File: config.mk
export PLATFORM = sky130hd
export DESIGN_NAME = pipeline_control_flat
export DESIGN_NICKNAME = d
export VERILOG_FILES = /design/src/rtl/pipeline_control_if.sv /design/src/rtl/pipeline_control.sv /design/src/flat_wrapper.sv
export SDC_FILE = /design/constraint.sdc
export NUM_CORES = 1
export LEC_CHECK = 0
export BUFFER_PORTS_ARGS = -buffer_cell sky130_fd_sc_hd__buf_2
export CELL_PAD_IN_SITES_DETAIL_PLACEMENT = 1
export CELL_PAD_IN_SITES_GLOBAL_PLACEMENT = 2
export CORE_ASPECT_RATIO = 0.6
export CORE_MARGIN = 2
export CORE_UTILIZATION = 29
export CTS_CLUSTER_SIZE = 20
export DETAILED_ROUTE_END_ITERATION = 12
export PLACE_DENSITY = 0.81
export SETUP_SLACK_MARGIN = 0.3
export SLEW_MARGIN = 10
export SYNTH_ARGS = -nofsm -noshare
export SYNTH_HDL_FRONTEND = slang
export SYNTH_SLANG_ARGS = --single-unit
File: constraint.sdc
create_clock -name CLK -period 4.06 [get_ports CLK]
set_input_delay 0.812 -clock CLK [delete_from_list [all_inputs] [get_ports CLK]]
set_output_delay 0.812 -clock CLK [all_outputs]
set_load 0.05 [all_outputs]
File: src/rtl/pipeline_control_if.sv
// rtl/pipeline_control_if.sv - hazard/cache handshake and pipeline control bundle
interface pipeline_control_if;
    logic       ihit;
    logic       dmem_req;
    logic       dhit;
    logic       halt;
    logic       flag_lu;
    logic       load_use;
    logic       flag_ju;
    logic       jump_use;
    logic       branch_resolved;
    logic       jump_taken;
    logic       pc_en;
    logic       ifid_en;
    logic       ifid_flush;
    logic       idex_en;
    logic       idex_flush;
    logic       exmem_en;
    logic       memwb_en;
    logic       flag_lu_done;
    logic       flag_ju_done;
    logic       halted;
    logic [1:0] ctrl_state;

    modport master (
        output ihit, dmem_req, dhit, halt, flag_lu, load_use, flag_ju, jump_use,
               branch_resolved, jump_taken,
        input  pc_en, ifid_en, ifid_flush, idex_en, idex_flush, exmem_en, memwb_en,
               flag_lu_done, flag_ju_done, halted, ctrl_state
    );

    modport slave (
        input  ihit, dmem_req, dhit, halt, flag_lu, load_use, flag_ju, jump_use,
               branch_resolved, jump_taken,
        output pc_en, ifid_en, ifid_flush, idex_en, idex_flush, exmem_en, memwb_en,
               flag_lu_done, flag_ju_done, halted, ctrl_state
    );
endinterface

File: src/rtl/pipeline_control.sv
// rtl/pipeline_control.sv - pipeline enable/flush sequencer answering hazard-unit stall requests
module pipeline_control #(
    parameter int LU_STALL_CYCLES = 2
) (
    input  logic               CLK,
    input  logic               nRST,
    pipeline_control_if.slave  bus
);
    typedef enum logic [1:0] {
        RUN      = 2'd0,
        LU_STALL = 2'd1,
        BR_WAIT  = 2'd2,
        HALTED   = 2'd3
    } state_t;

    localparam logic [2:0] CNT_INIT = (LU_STALL_CYCLES > 1) ? 3'(LU_STALL_CYCLES - 2) : 3'd0;

    state_t     state, state_n;
    logic [2:0] cnt, cnt_n;
    logic       pend_ju, pend_n;
    logic       lu_done_q, lu_done_n;
    logic       ju_done_q, ju_done_n;
    logic       adv, pend_eff;
    logic       pc_en_c, ifid_en_c, ifid_flush_c, idex_en_c, idex_flush_c, exmem_en_c, memwb_en_c;
    logic       jump_use_unused;

    assign jump_use_unused = bus.jump_use;
    assign adv      = bus.ihit & (~bus.dmem_req | bus.dhit);
    assign pend_eff = pend_ju | bus.flag_ju;

    always_ff @(posedge CLK or negedge nRST) begin
        if (!nRST) begin
            state     <= RUN;
            cnt       <= 3'd0;
            pend_ju   <= 1'b0;
            lu_done_q <= 1'b0;
            ju_done_q <= 1'b0;
        end else begin
            state     <= state_n;
            cnt       <= cnt_n;
            pend_ju   <= pend_n;
            lu_done_q <= lu_done_n;
            ju_done_q <= ju_done_n;
        end
    end

    always_comb begin
        state_n      = state;
        cnt_n        = cnt;
        pend_n       = pend_ju;
        lu_done_n    = 1'b0;
        ju_done_n    = 1'b0;
        pc_en_c      = 1'b0;
        ifid_en_c    = 1'b0;
        ifid_flush_c = 1'b0;
        idex_en_c    = 1'b0;
        idex_flush_c = 1'b0;
        exmem_en_c   = 1'b0;
        memwb_en_c   = 1'b0;
        if (bus.halt) begin
            state_n = HALTED;
        end else if (state != HALTED && adv) begin
            idex_en_c  = 1'b1;
            exmem_en_c = 1'b1;
            memwb_en_c = 1'b1;
            case (state)
                RUN: begin
                    if (bus.flag_lu) begin
                        idex_flush_c = 1'b1;
                        if (LU_STALL_CYCLES == 1) begin
                            lu_done_n = 1'b1;
                            if (bus.flag_ju) state_n = BR_WAIT;
                        end else begin
                            state_n = LU_STALL;
                            cnt_n   = CNT_INIT;
                            pend_n  = bus.flag_ju;
                        end
                    end else begin
                        pc_en_c      = 1'b1;
                        ifid_en_c    = 1'b1;
                        ifid_flush_c = bus.jump_taken;
                        if (bus.flag_ju) state_n = BR_WAIT;
                    end
                end
                LU_STALL: begin
                    idex_flush_c = 1'b1;
                    pend_n       = pend_eff;
                    // A dropped load_use level means the request was withdrawn: leave without acknowledging.
                    if (!bus.load_use || cnt == 3'd0) begin
                        state_n   = pend_eff ? BR_WAIT : RUN;
                        pend_n    = 1'b0;
                        lu_done_n = bus.load_use;
                    end else begin
                        cnt_n = cnt - 3'd1;
                    end
                end
                BR_WAIT: begin
                    ifid_en_c    = 1'b1;
                    ifid_flush_c = 1'b1;
                    if (bus.branch_resolved) begin
                        pc_en_c   = 1'b1;
                        state_n   = RUN;
                        ju_done_n = 1'b1;
                    end
                end
                default: ;
            endcase
        end
    end

    assign bus.pc_en        = nRST & pc_en_c;
    assign bus.ifid_en      = nRST & ifid_en_c;
    assign bus.ifid_flush   = nRST & ifid_flush_c;
    assign bus.idex_en      = nRST & idex_en_c;
    assign bus.idex_flush   = nRST & idex_flush_c;
    assign bus.exmem_en     = nRST & exmem_en_c;
    assign bus.memwb_en     = nRST & memwb_en_c;
    assign bus.flag_lu_done = lu_done_q;
    assign bus.flag_ju_done = ju_done_q;
    assign bus.halted       = (state == HALTED);
    assign bus.ctrl_state   = state;
endmodule
File: src/flat_wrapper.sv
// flat-port wrapper written by rule: the top's interface ports become plain ports
module pipeline_control_flat 
#(
    parameter int LU_STALL_CYCLES = 2
)
  (CLK, nRST, bus_ihit, bus_dmem_req, bus_dhit, bus_halt, bus_flag_lu, bus_load_use, bus_flag_ju, bus_jump_use, bus_branch_resolved, bus_jump_taken, bus_pc_en, bus_ifid_en, bus_ifid_flush, bus_idex_en, bus_idex_flush, bus_exmem_en, bus_memwb_en, bus_flag_lu_done, bus_flag_ju_done, bus_halted, bus_ctrl_state);
  pipeline_control_if bus_i ();
  input  logic CLK;
  input  logic nRST;
  input wire logic [$bits(bus_i.ihit)-1:0] bus_ihit;
  input wire logic [$bits(bus_i.dmem_req)-1:0] bus_dmem_req;
  input wire logic [$bits(bus_i.dhit)-1:0] bus_dhit;
  input wire logic [$bits(bus_i.halt)-1:0] bus_halt;
  input wire logic [$bits(bus_i.flag_lu)-1:0] bus_flag_lu;
  input wire logic [$bits(bus_i.load_use)-1:0] bus_load_use;
  input wire logic [$bits(bus_i.flag_ju)-1:0] bus_flag_ju;
  input wire logic [$bits(bus_i.jump_use)-1:0] bus_jump_use;
  input wire logic [$bits(bus_i.branch_resolved)-1:0] bus_branch_resolved;
  input wire logic [$bits(bus_i.jump_taken)-1:0] bus_jump_taken;
  output wire logic [$bits(bus_i.pc_en)-1:0] bus_pc_en;
  output wire logic [$bits(bus_i.ifid_en)-1:0] bus_ifid_en;
  output wire logic [$bits(bus_i.ifid_flush)-1:0] bus_ifid_flush;
  output wire logic [$bits(bus_i.idex_en)-1:0] bus_idex_en;
  output wire logic [$bits(bus_i.idex_flush)-1:0] bus_idex_flush;
  output wire logic [$bits(bus_i.exmem_en)-1:0] bus_exmem_en;
  output wire logic [$bits(bus_i.memwb_en)-1:0] bus_memwb_en;
  output wire logic [$bits(bus_i.flag_lu_done)-1:0] bus_flag_lu_done;
  output wire logic [$bits(bus_i.flag_ju_done)-1:0] bus_flag_ju_done;
  output wire logic [$bits(bus_i.halted)-1:0] bus_halted;
  output wire logic [$bits(bus_i.ctrl_state)-1:0] bus_ctrl_state;
  assign bus_i.ihit = bus_ihit;
  assign bus_i.dmem_req = bus_dmem_req;
  assign bus_i.dhit = bus_dhit;
  assign bus_i.halt = bus_halt;
  assign bus_i.flag_lu = bus_flag_lu;
  assign bus_i.load_use = bus_load_use;
  assign bus_i.flag_ju = bus_flag_ju;
  assign bus_i.jump_use = bus_jump_use;
  assign bus_i.branch_resolved = bus_branch_resolved;
  assign bus_i.jump_taken = bus_jump_taken;
  assign bus_pc_en = bus_i.pc_en;
  assign bus_ifid_en = bus_i.ifid_en;
  assign bus_ifid_flush = bus_i.ifid_flush;
  assign bus_idex_en = bus_i.idex_en;
  assign bus_idex_flush = bus_i.idex_flush;
  assign bus_exmem_en = bus_i.exmem_en;
  assign bus_memwb_en = bus_i.memwb_en;
  assign bus_flag_lu_done = bus_i.flag_lu_done;
  assign bus_flag_ju_done = bus_i.flag_ju_done;
  assign bus_halted = bus_i.halted;
  assign bus_ctrl_state = bus_i.ctrl_state;
  pipeline_control #(.LU_STALL_CYCLES(LU_STALL_CYCLES)) u_core (.CLK(CLK), .nRST(nRST), .bus(bus_i));
endmodule
==> summary.md <==
| Metric | Value |
|---|---|
| Minimum clock period | `2890 ps` |
| Mux cell area share after synthesis | `0.0788` |
| Grt total ovfl | `0` |
| TritonCTS buffer count | `3` |
| XOR/XNOR share of the synthesized area | `0` |
| 1st-iter DRT viols | `6` |
| # setup viols final | `0` |
| Final HPWL DP | `1390 µm` |
| Fin crit share | `0.711` |
| CTS tree | `yes` |
| Area fraction in compound gates after synthesis | `0.162` |
| # resized after CTS | `0` |
| Max-slew headroom | `0.733` |
| Die Width | `65.2 µm` |
| WL/cell | `13.0 µm` |
| Synth top area share | `0.308` |
| Initial DRT Pass Iterations | `4` |
| Htree depth | `1` |
| Sinks on Clock Net | `8` |
| Synth Area in Adders | `0.154` |
| Clk_lat worst skew | `230 ps` |
| Syn Inst Count | `74` |
| Layout cells sized above 1 | `0.302` |
| Post-synth EDFFs | `0` |
| Largest net degree at the start of global routing | `12` |
| Inst Count DP | `123` |
| Worst slew pin tran | `390 ps` |
| Antenna violations before repair | `0` |
| RSZ-0062 raised after global routing | `false` |
| Clock Skew | `3.77 ps` |
| Core area | `2150 µm²` |
| Fraction of registers with async set/reset | `1.00` |
| R2R Path Start | `u_core.bus.ctrl_state[1]` |
| Crit path cell chain | `ha_1 -> nand2b_4 -> nor3_1 -> nand2_1 -> a211oi_1 -> buf_2` |
| Synth Flop Type | `dfrtp_1` |
| P&R area growth vs syn | `26.2%` |
| Max rail drop VDD | `96.1 µV` |
| Critical path's slowest cell | `dfrtp_1` |
| Synth top area cells | `dfrtp_1 (31%), ha_1 (15%), mux2i_1 (6.2%)` |
| MaxCap Viol Count | `0` |
| Vias in the first global route | `578` |
| Hold Violations, Final | `0` |
| Critical path launch point type | `register` |
| Final instance area | `821 µm²` |
| Syn Std Cell Area | `651 µm²` |
| FF-to-FF path depth | `5` |
| Power per cell area | `236 nW/µm²` |
| Critical Path Max Stage Delay | `440 ps` |
| Final wirelength | `1640 µm` |
| All-layer global routing usage | `0.147` |
| Num ports | `24` |
| Root Driver | `clkbuf_8` |
| # hold bufs at CTS | `0` |
| PortBufs | `22` |
| DRC | `0` |
| # diodes | `0` |
| Slew Viols, Final | `0` |
| Setup TNS | `0 ps` |
| First-pass GRT wire length | `2720 µm` |
| Gpl congestion | `0.742` |
| Synth Area in Simple Gates | `0.217` |
| CTS clk-pin slew, worst paths | `40 ps` |
| Worst min path class | `primary input to asynchronous set/reset pin` |
| CP endpoint | `bus_pc_en` |
| Layout Cells excl Fill | `126` |
| R2r setup slk | `2160 ps` |
| FP Rows | `13` |
| Required @ worst endpoint | `3250 ps` |
| Sequential element share of the synthesized area | `0.308` |
| DR vias/cell | `4.75` |
| YS warnings | `0` |
| Synth Register Bits | `8` |
| Arr. time, crit path | `2070 ps` |
| Worst setup EP type | `output port` |
| Mapped Nets | `94` |
| Max Clk Rate | `347 MHz` |
| CP max FO | `6` |
| Distinct cell type count after synthesis | `27` |
| Post-DRT Antenna Nets | `0` |
| Syn_area_per_cell | `8.79 µm²` |
| Leakage Power | `0.437 nW` |
| Final nets | `118` |
| Via count | `598` |
| Cell taking the most area after synthesis | `dfrtp_1` |
| Initial Util | `0.303` |
| Clock buffer depth | `2` |
| Dpl cell area | `779 µm²` |
| CP Class | `register to output port` |
| Largest family of logic cells by synthesized area | `simple AND/OR/NAND/NOR gates` |
| Status | `finished clean` |
| Post-CTS setup buffer count | `0` |
| Worst Setup SP | `u_core.bus.ctrl_state[1]` |
| Reg2reg end | `u_core.pend_ju` |
| Die H | `40.7 µm` |
| Die ar. | `2650 µm²` |
[cells in the mapped netlist (2+ instances only)]
cell type	instances
nor3_1	2
nor2_1	10
buf_4	2
nand2_1	5
inv_1	9
dfrtp_1	8
ha_1	8
nand2b_1	4
o21ai_0	2
mux2i_1	4
nand3_1	2
a31oi_1	3
[worst min path at each step]
stage / slack (ps) / cells after the start / start / to
2_1_floorplan: 440 / 1 / u_core.cnt[2] / u_core.cnt[2]
3_5_place_dp: 500 / 1 / u_core.cnt[2] / u_core.cnt[2]
3_3_place_gp: 460 / 1 / u_core.cnt[2] / u_core.cnt[2]
5_1_grt: 430 / 1 / nRST / u_core.bus.flag_lu_done
4_1_cts: 430 / 1 / nRST / u_core.bus.flag_lu_done
6_report: 430 / 1 / nRST / u_core.cnt[2]
[registers in the layout, indices dropped and copies added, names as in the netlist]
register,flops
u_core.cnt,3
u_core.bus.ctrl_state,2
u_core.bus.flag_ju_done,1
u_core.bus.flag_lu_done,1
u_core.pend_ju,1
[cell type report]
type	instances	area (µm²)
Fill cell	284	1330
Multi-Input combinational cell	54	398
Clock buffer	3	41.3
Sequential cell	8	200
Timing Repair Buffer	22	110
Tap cell	30	37.5
Inverter	9	33.8
[kinds of logic (layout without fill, tap and decap cells)]
| family | after synthesis | in the layout |
|---|---|---|
| and+or+nand+nor | 27 | 27 |
| muxes | 5 | 5 |
| adders and majority gates | 8 | 8 |
| AOI/OAI and AO/OA | 14 | 14 |
| buffers and inverters | 12 | 34 |
| DFF | 8 | 8 |
[worst max-delay path, delay by kind of cell, from the launching register on]
kind / cells / cell delay (ps)
fa+ha+maj: 1 / 220
flops: 1 / 440
buf+inv: 1 / 300
simple gates: 3 / 680
compound gates: 1 / 200
[cells in the final DEF (no fill, tap or decap), types with 3 or more instances in the layout]
| cell | netlist | final |
|---|---|---|
| buf_2 | 0 | 22 |
| nor2_1 | 10 | 10 |
| inv_1 | 9 | 9 |
| ha_1 | 8 | 8 |
| dfrtp_1 | 8 | 8 |
| nand2_1 | 5 | 5 |
| nand2b_1 | 4 | 4 |
| mux2i_1 | 4 | 4 |
| a31oi_1 | 3 | 3 |
| clkbuf_8 | 0 | 3 |
[report_power, final]
group          switching, mW  internal [mW]
Clock                 0.0311         0.0642
Sequential          0.000901         0.0821
Combinational        0.00860        0.00658
[stage by stage]
stage / util / power (mW) / hold WS [ps] / setup slack, ps
floorplan: - / 0.0893 / 442 / 373
global placement: 0.363 / 0.0987 / 464 / 1170
detailed placement: 0.363 / 0.0996 / 500 / 1160
CTS: 0.382 / 0.198 / 427 / 1120
global route: 0.382 / 0.209 / 427 / 938
finish: 0.382 / 0.193 / 428 / 1170
[metal layers]
metal / share of wire / global-route usage / wire length, µm / vias to the layer above
met2: 0.45 / 0.250 / 733 / 20
met4: 0 / 0 / 0 / 0
met5: 0 / 0 / 0 / -
met3: 0.079 / 0.0714 / 129 / 0
li1: - / - / - / 297
met1: 0.47 / 0.184 / 779 / 281
Note: power is estimated with default switching activity, not from simulation.
